### src/rtl/mem_arbiter_if.sv
// Shared bus between the two requesters, the arbiter and the external
// synchronous RAM (registered read data, one cycle after the address edge).
interface mem_arbiter_if #(
    parameter int SIZE = 8
);
    logic            req0, req1;
    logic            we0, we1;
    logic [SIZE-1:0] addr0, addr1;
    logic [15:0]     din0, din1;
    logic            gnt0, gnt1;
    logic            rvalid0, rvalid1;
    logic [15:0]     dout0, dout1;
    logic            ram_we;
    logic [SIZE-1:0] ram_addr;
    logic [15:0]     ram_din;
    logic [15:0]     ram_dout;
    logic [7:0]      conflict_cnt;

    modport slave (
        input  req0, req1, we0, we1, addr0, addr1, din0, din1, ram_dout,
        output gnt0, gnt1, rvalid0, rvalid1, dout0, dout1,
               ram_we, ram_addr, ram_din, conflict_cnt
    );

    modport master (
        output req0, req1, we0, we1, addr0, addr1, din0, din1, ram_dout,
        input  gnt0, gnt1, rvalid0, rvalid1, dout0, dout1,
               ram_we, ram_addr, ram_din, conflict_cnt
    );
endinterface

### src/rtl/mem_arbiter.sv
// Two-port round-robin arbiter in front of a single-port synchronous RAM.
// One access per cycle; read data returns one cycle after its grant.

module mem_arbiter_port #(
    parameter int DW = 16
) (
    input  logic          clk,
    input  logic          rst,
    input  logic          gnt_i,
    input  logic          we_i,
    input  logic [DW-1:0] ram_dout_i,
    output logic          rvalid_o,
    output logic [DW-1:0] dout_o
);
    logic rvalid_d, rvalid_q;

    always_comb begin
        rvalid_d = gnt_i & ~we_i;
    end

    always_ff @(posedge clk) begin
        if (rst) rvalid_q <= 1'b0;
        else     rvalid_q <= rvalid_d;
    end

    assign rvalid_o = rvalid_q;
    assign dout_o   = rvalid_q ? ram_dout_i : '0;
endmodule

module mem_arbiter #(
    parameter int SIZE = 8
) (
    input  logic        clk,
    input  logic        rst,
    mem_arbiter_if.slave bus
);
    localparam int NUM_PORTS = 2;
    localparam int DW        = 16;

    typedef enum logic [1:0] {
        IDLE = 2'd0,
        GNT0 = 2'd1,
        GNT1 = 2'd2
    } state_t;

    state_t state_q, state_d;
    logic   last_q, last_d;     // 1 = port 1 won the most recent grant
    logic [7:0] cnt_q, cnt_d;

    logic [NUM_PORTS-1:0]           req, we, gnt, rvalid;
    logic [NUM_PORTS-1:0][SIZE-1:0] addr;
    logic [NUM_PORTS-1:0][DW-1:0]   din, dout;
    logic                           conflict;
    logic                           ram_we;
    logic [SIZE-1:0]                ram_addr;
    logic [DW-1:0]                  ram_din;

    assign req  = {bus.req1, bus.req0};
    assign we   = {bus.we1, bus.we0};
    assign addr = {bus.addr1, bus.addr0};
    assign din  = {bus.din1, bus.din0};

    // A granted request is consumed, so leaving GNTn only looks at the
    // other port; same-port repeats always pass through IDLE.
    always_comb begin
        state_d = state_q;
        case (state_q)
            IDLE: begin
                if (req[0] && req[1]) state_d = last_q ? GNT0 : GNT1;
                else if (req[0])      state_d = GNT0;
                else if (req[1])      state_d = GNT1;
            end
            GNT0:    state_d = req[1] ? GNT1 : IDLE;
            GNT1:    state_d = req[0] ? GNT0 : IDLE;
            default: state_d = IDLE;
        endcase
    end

    always_comb begin
        last_d = last_q;
        if (state_d == GNT0)      last_d = 1'b0;
        else if (state_d == GNT1) last_d = 1'b1;
    end

    assign gnt[0] = (state_q == GNT0);
    assign gnt[1] = (state_q == GNT1);

    // A cycle counts when the port left waiting is still asking.
    assign conflict = (gnt[0] & req[1]) | (gnt[1] & req[0]);

    always_comb begin
        cnt_d = cnt_q;
        if (conflict && (cnt_q != 8'hFF)) cnt_d = cnt_q + 8'd1;
    end

    always_comb begin
        ram_we   = 1'b0;
        ram_addr = '0;
        ram_din  = '0;
        case (state_q)
            GNT0: begin
                ram_we   = we[0];
                ram_addr = addr[0];
                ram_din  = din[0];
            end
            GNT1: begin
                ram_we   = we[1];
                ram_addr = addr[1];
                ram_din  = din[1];
            end
            default: ;
        endcase
    end

    always_ff @(posedge clk) begin
        if (rst) begin
            state_q <= IDLE;
            last_q  <= 1'b1;
            cnt_q   <= 8'd0;
        end else begin
            state_q <= state_d;
            last_q  <= last_d;
            cnt_q   <= cnt_d;
        end
    end

    for (genvar i = 0; i < NUM_PORTS; i++) begin : g_port
        mem_arbiter_port #(.DW(DW)) u_port (
            .clk        (clk),
            .rst        (rst),
            .gnt_i      (gnt[i]),
            .we_i       (we[i]),
            .ram_dout_i (bus.ram_dout),
            .rvalid_o   (rvalid[i]),
            .dout_o     (dout[i])
        );
    end

    assign bus.gnt0         = gnt[0];
    assign bus.gnt1         = gnt[1];
    assign bus.rvalid0      = rvalid[0];
    assign bus.rvalid1      = rvalid[1];
    assign bus.dout0        = dout[0];
    assign bus.dout1        = dout[1];
    assign bus.ram_we       = ram_we;
    assign bus.ram_addr     = ram_addr;
    assign bus.ram_din      = ram_din;
    assign bus.conflict_cnt = cnt_q;
endmodule

### src/flat_wrapper.sv
// flat-port wrapper written by rule: the top's interface ports become plain ports
module mem_arbiter_flat 
#(
    parameter int SIZE = 8
)
  (clk, rst, bus_req0, bus_req1, bus_we0, bus_we1, bus_addr0, bus_addr1, bus_din0, bus_din1, bus_ram_dout, bus_gnt0, bus_gnt1, bus_rvalid0, bus_rvalid1, bus_dout0, bus_dout1, bus_ram_we, bus_ram_addr, bus_ram_din, bus_conflict_cnt);
  mem_arbiter_if #(.SIZE(SIZE)) bus_i ();
  input  logic clk;
  input  logic rst;
  input wire logic [$bits(bus_i.req0)-1:0] bus_req0;
  input wire logic [$bits(bus_i.req1)-1:0] bus_req1;
  input wire logic [$bits(bus_i.we0)-1:0] bus_we0;
  input wire logic [$bits(bus_i.we1)-1:0] bus_we1;
  input wire logic [$bits(bus_i.addr0)-1:0] bus_addr0;
  input wire logic [$bits(bus_i.addr1)-1:0] bus_addr1;
  input wire logic [$bits(bus_i.din0)-1:0] bus_din0;
  input wire logic [$bits(bus_i.din1)-1:0] bus_din1;
  input wire logic [$bits(bus_i.ram_dout)-1:0] bus_ram_dout;
  output wire logic [$bits(bus_i.gnt0)-1:0] bus_gnt0;
  output wire logic [$bits(bus_i.gnt1)-1:0] bus_gnt1;
  output wire logic [$bits(bus_i.rvalid0)-1:0] bus_rvalid0;
  output wire logic [$bits(bus_i.rvalid1)-1:0] bus_rvalid1;
  output wire logic [$bits(bus_i.dout0)-1:0] bus_dout0;
  output wire logic [$bits(bus_i.dout1)-1:0] bus_dout1;
  output wire logic [$bits(bus_i.ram_we)-1:0] bus_ram_we;
  output wire logic [$bits(bus_i.ram_addr)-1:0] bus_ram_addr;
  output wire logic [$bits(bus_i.ram_din)-1:0] bus_ram_din;
  output wire logic [$bits(bus_i.conflict_cnt)-1:0] bus_conflict_cnt;
  assign bus_i.req0 = bus_req0;
  assign bus_i.req1 = bus_req1;
  assign bus_i.we0 = bus_we0;
  assign bus_i.we1 = bus_we1;
  assign bus_i.addr0 = bus_addr0;
  assign bus_i.addr1 = bus_addr1;
  assign bus_i.din0 = bus_din0;
  assign bus_i.din1 = bus_din1;
  assign bus_i.ram_dout = bus_ram_dout;
  assign bus_gnt0 = bus_i.gnt0;
  assign bus_gnt1 = bus_i.gnt1;
  assign bus_rvalid0 = bus_i.rvalid0;
  assign bus_rvalid1 = bus_i.rvalid1;
  assign bus_dout0 = bus_i.dout0;
  assign bus_dout1 = bus_i.dout1;
  assign bus_ram_we = bus_i.ram_we;
  assign bus_ram_addr = bus_i.ram_addr;
  assign bus_ram_din = bus_i.ram_din;
  assign bus_conflict_cnt = bus_i.conflict_cnt;
  mem_arbiter #(.SIZE(SIZE)) u_core (.clk(clk), .rst(rst), .bus(bus_i));
endmodule
### config.mk
export PLATFORM = sky130hd
export DESIGN_NAME = mem_arbiter_flat
export DESIGN_NICKNAME = d
export VERILOG_FILES = /design/src/rtl/mem_arbiter_if.sv /design/src/rtl/mem_arbiter.sv /design/src/flat_wrapper.sv
export SDC_FILE = /design/constraint.sdc
export NUM_CORES = 1
export LEC_CHECK = 0
export ABC_AREA = 1
export CORE_UTILIZATION = 32
export DETAILED_ROUTE_END_ITERATION = 8
export GPL_ROUTABILITY_DRIVEN = 0
export GPL_TIMING_DRIVEN = 1
export PLACE_DENSITY = 0.92
export SYNTH_ARGS = -nofsm -noshare
export SYNTH_HDL_FRONTEND = slang
export SYNTH_SLANG_ARGS = --single-unit
### constraint.sdc
create_clock -name clk -period 3.94 [get_ports clk]
set_input_delay 0.591 -clock clk [delete_from_list [all_inputs] [get_ports clk]]
set_output_delay 0.591 -clock clk [all_outputs]
set_load 0.1 [all_outputs]
==> results of run 1 <==
[flip-flops by register name, summed over array words and instances, names as in the netlist]
register and flops:
u_core.bus.conflict_cnt 8, u_core.g_port.u_port.rvalid_o 2, u_core.state_q 2, u_core.last_q 1
[cell usage in the layout, fill, tap and decap left out, types with 2 or more instances in the layout]
master           Yosys  final
clkdlybuf4s50_1      0     79
o21ai_0              3      3
dfxtp_1             13     13
nand2_4              3      3
clkbuf_8             0      3
nand2_2              2      2
ha_1                 6      6
inv_2                5      5
nor2_1              17     17
nand2_1            103    103
inv_1               41     41
buf_4                2     59
a21oi_1             33     33
nand3_1              8      8
nor3_1               2      2
[stage by stage]
stage,instance area [um2],hold WS (ns)
2_1_floorplan,1365,0.4377
3_3_place_gp,2601,0.4611
3_5_place_dp,2601,0.4930
4_1_cts,2646,0.5065
5_1_grt,2646,0.5241
6_report,2646,0.5026
[per-layer routing]
| layer | part of all wire | vias up | wire (um) | global-route usage |
|---|---|---|---|---|
| met2 | 0.50 | 75 | 2536 | 0.3938 |
| met3 | 0.088 | 10 | 447 | 0.04730 |
| met4 | 0.017 | 0 | 88 | 0.05585 |
| met1 | 0.39 | 830 | 2005 | 0.2460 |
| met5 | 0 | - | 0 | 0 |
| li1 | - | 1029 | - | - |
[power groups by stage]
stage	clock network (mW)	registers [mW]	logic [mW]
5_1_grt	0.129	0.156	0.576
4_1_cts	0.123	0.155	0.547
3_3_place_gp	0	0.157	0.540
3_5_place_dp	0	0.158	0.546
6_report	0.122	0.155	0.547
2_1_floorplan	0	0.181	0.374
[worst max path at each step]
stage / to / slack, ns / startpoint / cells past startpoint
6_report: bus_ram_addr[7] / 1.19 / u_core.state_q[1] / 5
3_5_place_dp: bus_rvalid1 / 1.45 / u_core.g_port[1].u_port.rvalid_o / 1
5_1_grt: bus_ram_addr[7] / 1.02 / u_core.state_q[1] / 5
4_1_cts: bus_rvalid1 / 1.19 / u_core.g_port[1].u_port.rvalid_o / 1
3_3_place_gp: bus_rvalid1 / 1.46 / u_core.g_port[1].u_port.rvalid_o / 1
2_1_floorplan: bus_ram_addr[0] / 0.13 / u_core.state_q[1] / 6
[area by class of cell]
class                      count  share of cell area
timing repair buffer         138              0.4662
multi-input combinational    184              0.3281
clock buffer                   4             0.01702
tap                           50             0.02364
inverter                      47             0.06667
sequential                    13             0.09835
[tightest hold or removal path, cell delays in order, from the launching register on]
cell and delay, ns:
dfxtp_1 0.33, a21oi_1 0.06, o21ai_1 0.08
[kinds of logic after synthesis]
family	after synthesis	synth area share
AOI/OAI and AO/OA	38	0.1412
adders and majority gates	6	0.05499
buffers and inverters	59	0.1732
DFF	13	0.1907
and+or+nand+nor	140	0.4400
==> impl_results.md, run 1 <==
- Status: complete, no violations
- Setup bufs post-CTS: 0
- CP Launch Type: flip-flop
- Switching power: 0.4596 mW
- Clock Skew: 0.0007181 ns
- Top_reg_cell synth: dfxtp_1
- Port bufs: 138
- Final Slew Violations: 0
- Post-layout util: 0.6522
- DRT Pass-1 Iters: 5
- Number of cells upsized or downsized after cts: 0
- Max Freq: 363.8 MHz
- Grt total ovfl: 0
- Drt initial violations: 74
- Register area share after synthesis: 0.1907
- Core area: 0.004058 mm2
- Slew headroom: 0.3282
- Slowest stage cell on the critical path: ha_1
- Crit-path cells: inv_1 > ha_1 > nand2_1 > a21oi_1 > buf_4
- Final Critical Period: 2.748 ns
- TNS Setup: 0 ns
- Share of the synthesized area in the top cell type: 0.2832
- Vias in the first global route: 1682
- Vias: 1944
- Cell area after synthesis: 0.001365 mm2
- Tot GR Track Use: 0.2141
- Cell taking the most area after synthesis: nand2_1
- Hold Crit Endpoint: u_core.last_q
- Sequential Power Share: 0.188
- Int Power: 0.3646 mW
- RSZ-0062 raised after global routing: false
- Std-Cell Rows: 23
- Initial antenna violation count: 0
- Final setup viols: 0
- Clock buffer depth: 2
- Post-CTS Hold Fix Bufs: 0
- Die X: 67.32 um
- # IOs: 139
- WL/cell: 11.65 um
- Fin cells: 436
- Unique cell type count in the Yosys netlist: 23
- Reg2reg end: u_core.last_q
- FFs w/ async S/R, synth: 0
- Initial Util: 0.3364
- ANT cells: 0
- Nature of the critical path endpoint: output pin
- YS warnings: 0
- Worst R2R Path Depth: 8
- Worst EP required: 3.35 ns
- Die height: 67.32 um
- Hold Crit Depth: 2
- Routed WL: 5.078 mm
- Syn-to-layout area delta: 93.86%
- Worst r2r src: u_core.state_q[1]
- ANT nets after route: 0
- Top cells by instance count after synthesis: nand2_1, inv_1, a21oi_1
- Final setup margin: 1.192 ns
- Post-place setup slack: 1.453 ns
- Max stage delay on crit path: 0.83 ns
- Worst skew pair latency: 0.24 ns
- CTS tree: yes
- Most common cell in the netlist: nand2_1
- EDFF count, synth: 0
- Sw frac: 0.5576
- CP Max Fanout: 28
- Leakage power figure: 1.373 nW
- Clock-pin slew on the worst setup and hold paths: 0.06 ns
- First-pass GRT wire length: 7.500 mm
- Dpl cells: 432
- PwrDens: 311.5 mW/mm2
- Nets@finish: 463
- Clock Sinks: 13
- Critical path arrival: 2.16 ns
- Sequential cell area: 260.3 um2
- Synth top area cells: nand2_1, dfxtp_1, a21oi_1
- Synthesized netlist cell count: 256
- Final hold violations: 0
- Hold WC Path Type: flip-flop to flip-flop
- Layout cells sized above 1: 0.1969
- WP buf/inv: 2
- Final worst-path cycle share: 0.6976
- Multi-input logic area: 868.3 um2
- Die area: 0.004531 mm2
- Clock root cell: clkbuf_8
- Avg Vias per Cell: 4.459
- Startpoint of the worst hold path: u_core.last_q
- Fillers: 378
- Num CTS Buffers: 3
- Worst slew pin tran: 1.008 ns
- DP HPWL: 4.051 mm
- Final Power: 0.8242 mW
- Yosys reg bits: 13
- Mean post-synth cell area: 5.332 um2
- Syn nets: 332
- CP Class: flip-flop to output pin
- Logic gate share of total power: 0.664
- Maximum level of the CTS H-tree: 1
- R2R setup slack: 1.76 ns
- Max-cap viol count: 0
- Part of the power in the clock network: 0.148
- Peak VDD IR: 0.2453 mV
- DRC violations left: 0
- Top delay family on crit path: adder cells
- Largest net degree at the start of global routing: 29
(Power assumes the default switching activity.)
==> inputs of run 2 (changes only) <==
- CORE_UTILIZATION: 32 -> 27
- PLACE_DENSITY: 0.92 -> 0.83
- clock period: 3.94 -> 2.2 ns (I/O delays scaled with it)
==> impl_results.md, run 2 (same netlist as run 1, synthesis figures left out) <==
- Status: complete, no violations
- Nets@finish: 466 (+0.65%)
- Syn-to-layout area delta: 173.1%
- Worst slew pin tran: 0.3495 ns (-0.6582 ns)
- Routed WL: 5.969 mm (+18%)
- ANT nets after route: 0 (unchanged)
- Vias: 2078 (+6.9%)
- Avg Vias per Cell: 4.557 (+2.2%)
- RSZ-0062 raised after global routing: false
- Setup bufs post-CTS: 0 (unchanged)
- Most common cell after layout, fill and taps aside: nand2_1
- Final worst-path cycle share: 0.9404
- Logic gate share of total power: 0.734 (+0.070)
- Clock-pin slew on the worst setup and hold paths: 0.06 ns (about the same)
- DRT Pass-1 Iters: 4 (-1)
- Final Cell Area: 0.003729 mm2 (+41%)
- CP Class: flip-flop to output pin
- DRC violations left: 0 (unchanged)
- Peak VDD IR: 0.4578 mV (+87%)
- Sw frac: 0.5316 (-0.02596)
- Die X: 73.11 um (+8.6%)
- DR top layer: met4
- Critical path arrival: 1.74 ns (-0.42 ns)
- Final Critical Period: 2.069 ns
- Final Slew Violations: 0 (unchanged)
- Final setup viols: 0 (unchanged)
- Worst skew pair latency: 0.25 ns (about the same)
- Port bufs: 138 (unchanged)
- Switching power: 0.9914 mW (+120%)
- Fillers: 340 (-10%)
- CP Launch Type: flip-flop
- Top delay family on crit path: buffers and inverters
- WL met2: 3.289 mm (+30%)
- Most frequent cell on the critical path: buf_12
- Worst EP required: 1.87 ns (-1.48 ns)
- Most frequent cells in the layout: nand2_1, clkdlybuf4s50_1, buf_12
- Hold WC Path Type: flip-flop to flip-flop
- Clock root cell: clkbuf_8
- Largest net degree at the start of global routing: 29 (unchanged)
- Sequential Power Share: 0.151 (-0.037)
- Max-cap viol count: 0 (unchanged)
- First-pass GRT wire length: 9.301 mm (+24%)
- Clock Skew: 0.003183 ns (+0.002465 ns)
- WL/cell: 13.09 um (+12%)
- Crit-path cells: inv_1 > ha_1 > inv_4 > buf_12 > a21oi_4 > buf_12
- Core area: 0.004786 mm2 (+18%)
- # IOs: 139 (unchanged)
- PwrDens: 500.1 mW/mm2 (+61%)
- Multi-input logic area: 0.001175 mm2 (+35%)
- DP HPWL: 5.066 mm (+25%)
- CTS tree: yes
- Die height: 73.11 um (+8.6%)
- TNS Setup: 0 ns (unchanged)
- Slew headroom: 0.7670 (+0.4388)
- Layout cells sized above 1: 0.3059 (+0.1090)
- ANT cells: 0 (unchanged)
- Tot GR Track Use: 0.2206 (+0.006499)
- CP Max Fanout: 14 (-50%)
- WP buf/inv: 4 (+2)
- Sequential cell area: 262.8 um2 (+0.96%)
- Number of cells upsized or downsized after cts: 0 (unchanged)
- Die area: 0.005344 mm2 (+18%)
- WL met3: 358 um (-20%)
- Grt total ovfl: 0 (unchanged)
- Met1 wire length: 2.113 mm (+5.4%)
- Area post-placement: 0.003680 mm2 (+41%)
- Clock buffer depth: 2 (unchanged)
- Slowest stage cell on the critical path: dfxtp_1
- Max reg flops: 8 (unchanged)
- Post-CTS Hold Fix Bufs: 0 (unchanged)
- Max Freq: 483.3 MHz
- Leakage power figure: 1.593 nW (+16%)
- Nature of the critical path endpoint: output pin
- Int Power: 0.8733 mW (+140%)
- Final hold violations: 0 (unchanged)
- Initial Util: 0.2852 (-0.05119)
- Max stage delay on crit path: 0.42 ns (-0.41 ns)
- Std-Cell Rows: 25 (+8.7%)
- Part of the power in the clock network: 0.114 (-0.034)
- Initial antenna violation count: 0 (unchanged)
- Maximum level of the CTS H-tree: 1 (unchanged)
- Num CTS Buffers: 3 (unchanged)
- Vias in the first global route: 1985 (+18%)
- Drt initial violations: 47 (-36%)
- Clock Sinks: 13 (unchanged)
[run 2: per-layer routing]
layer  up-vias  GRT usage
met5         -          0
met4         0    0.08932
met3        17    0.04558
met2        73     0.4403
met1       949     0.2166
li1       1039          -
[run 2: area by class of cell]
cell class | instances | share of cell area
Timing Repair Buffer | 141 | 0.5315
Multi-Input combinational cell | 184 | 0.3151
Sequential cell | 13 | 0.07047
Inverter | 47 | 0.04799
Tap cell | 67 | 0.02248
Clock buffer | 3 | 0.01107
Clock inverter | 1 | 0.001342
[run 2: worst register-to-register path: stages (launching register included)]
cell and delay [ns]:
dfxtp_1 0.42, inv_1 0.12, ha_4 0.28, nand2_4 0.14
nand2_1 0.06, nand2_1 0.07, inv_1 0.05, ha_1 0.30
a21oi_1 0.15, o21ai_1 0.08
[run 2: worst paths after layout]
path | startpoint | to | slack, ns | cells past startpoint
worst min register to register | u_core.last_q | u_core.last_q | 0.50 | 2
worst max register to register | u_core.state_q[0] | u_core.last_q | 0.42 | 9
worst min-delay path | u_core.last_q | u_core.last_q | 0.50 | 2
worst max-delay path | u_core.state_q[0] | bus_ram_addr[1] | 0.13 | 6
[run 2: through the flow]
step                power (mW)  utilization  setup slack, ns  hold WS [ns]  std cells
finish                   1.865       0.7791           0.1310        0.4992        456
global route             1.939       0.7791          0.04379        0.5561        456
CTS                      1.874       0.7786          0.06999        0.5012        456
detailed placement       1.657       0.7689           0.2315        0.4881        452
global placement         1.635       0.7689           0.3344        0.4670        452
floorplan                1.161            -         0.007653        0.3942        256
[run 2: power by group through the flow]
stage / clock (mW) / combinational, mW / sequential (mW)
after floorplan: 0 / 0.833 / 0.328
after detailed placement: 0 / 1.37 / 0.287
final: 0.213 / 1.37 / 0.282
after CTS: 0.219 / 1.37 / 0.282
after global routing: 0.229 / 1.42 / 0.286
after global placement: 0 / 1.35 / 0.287
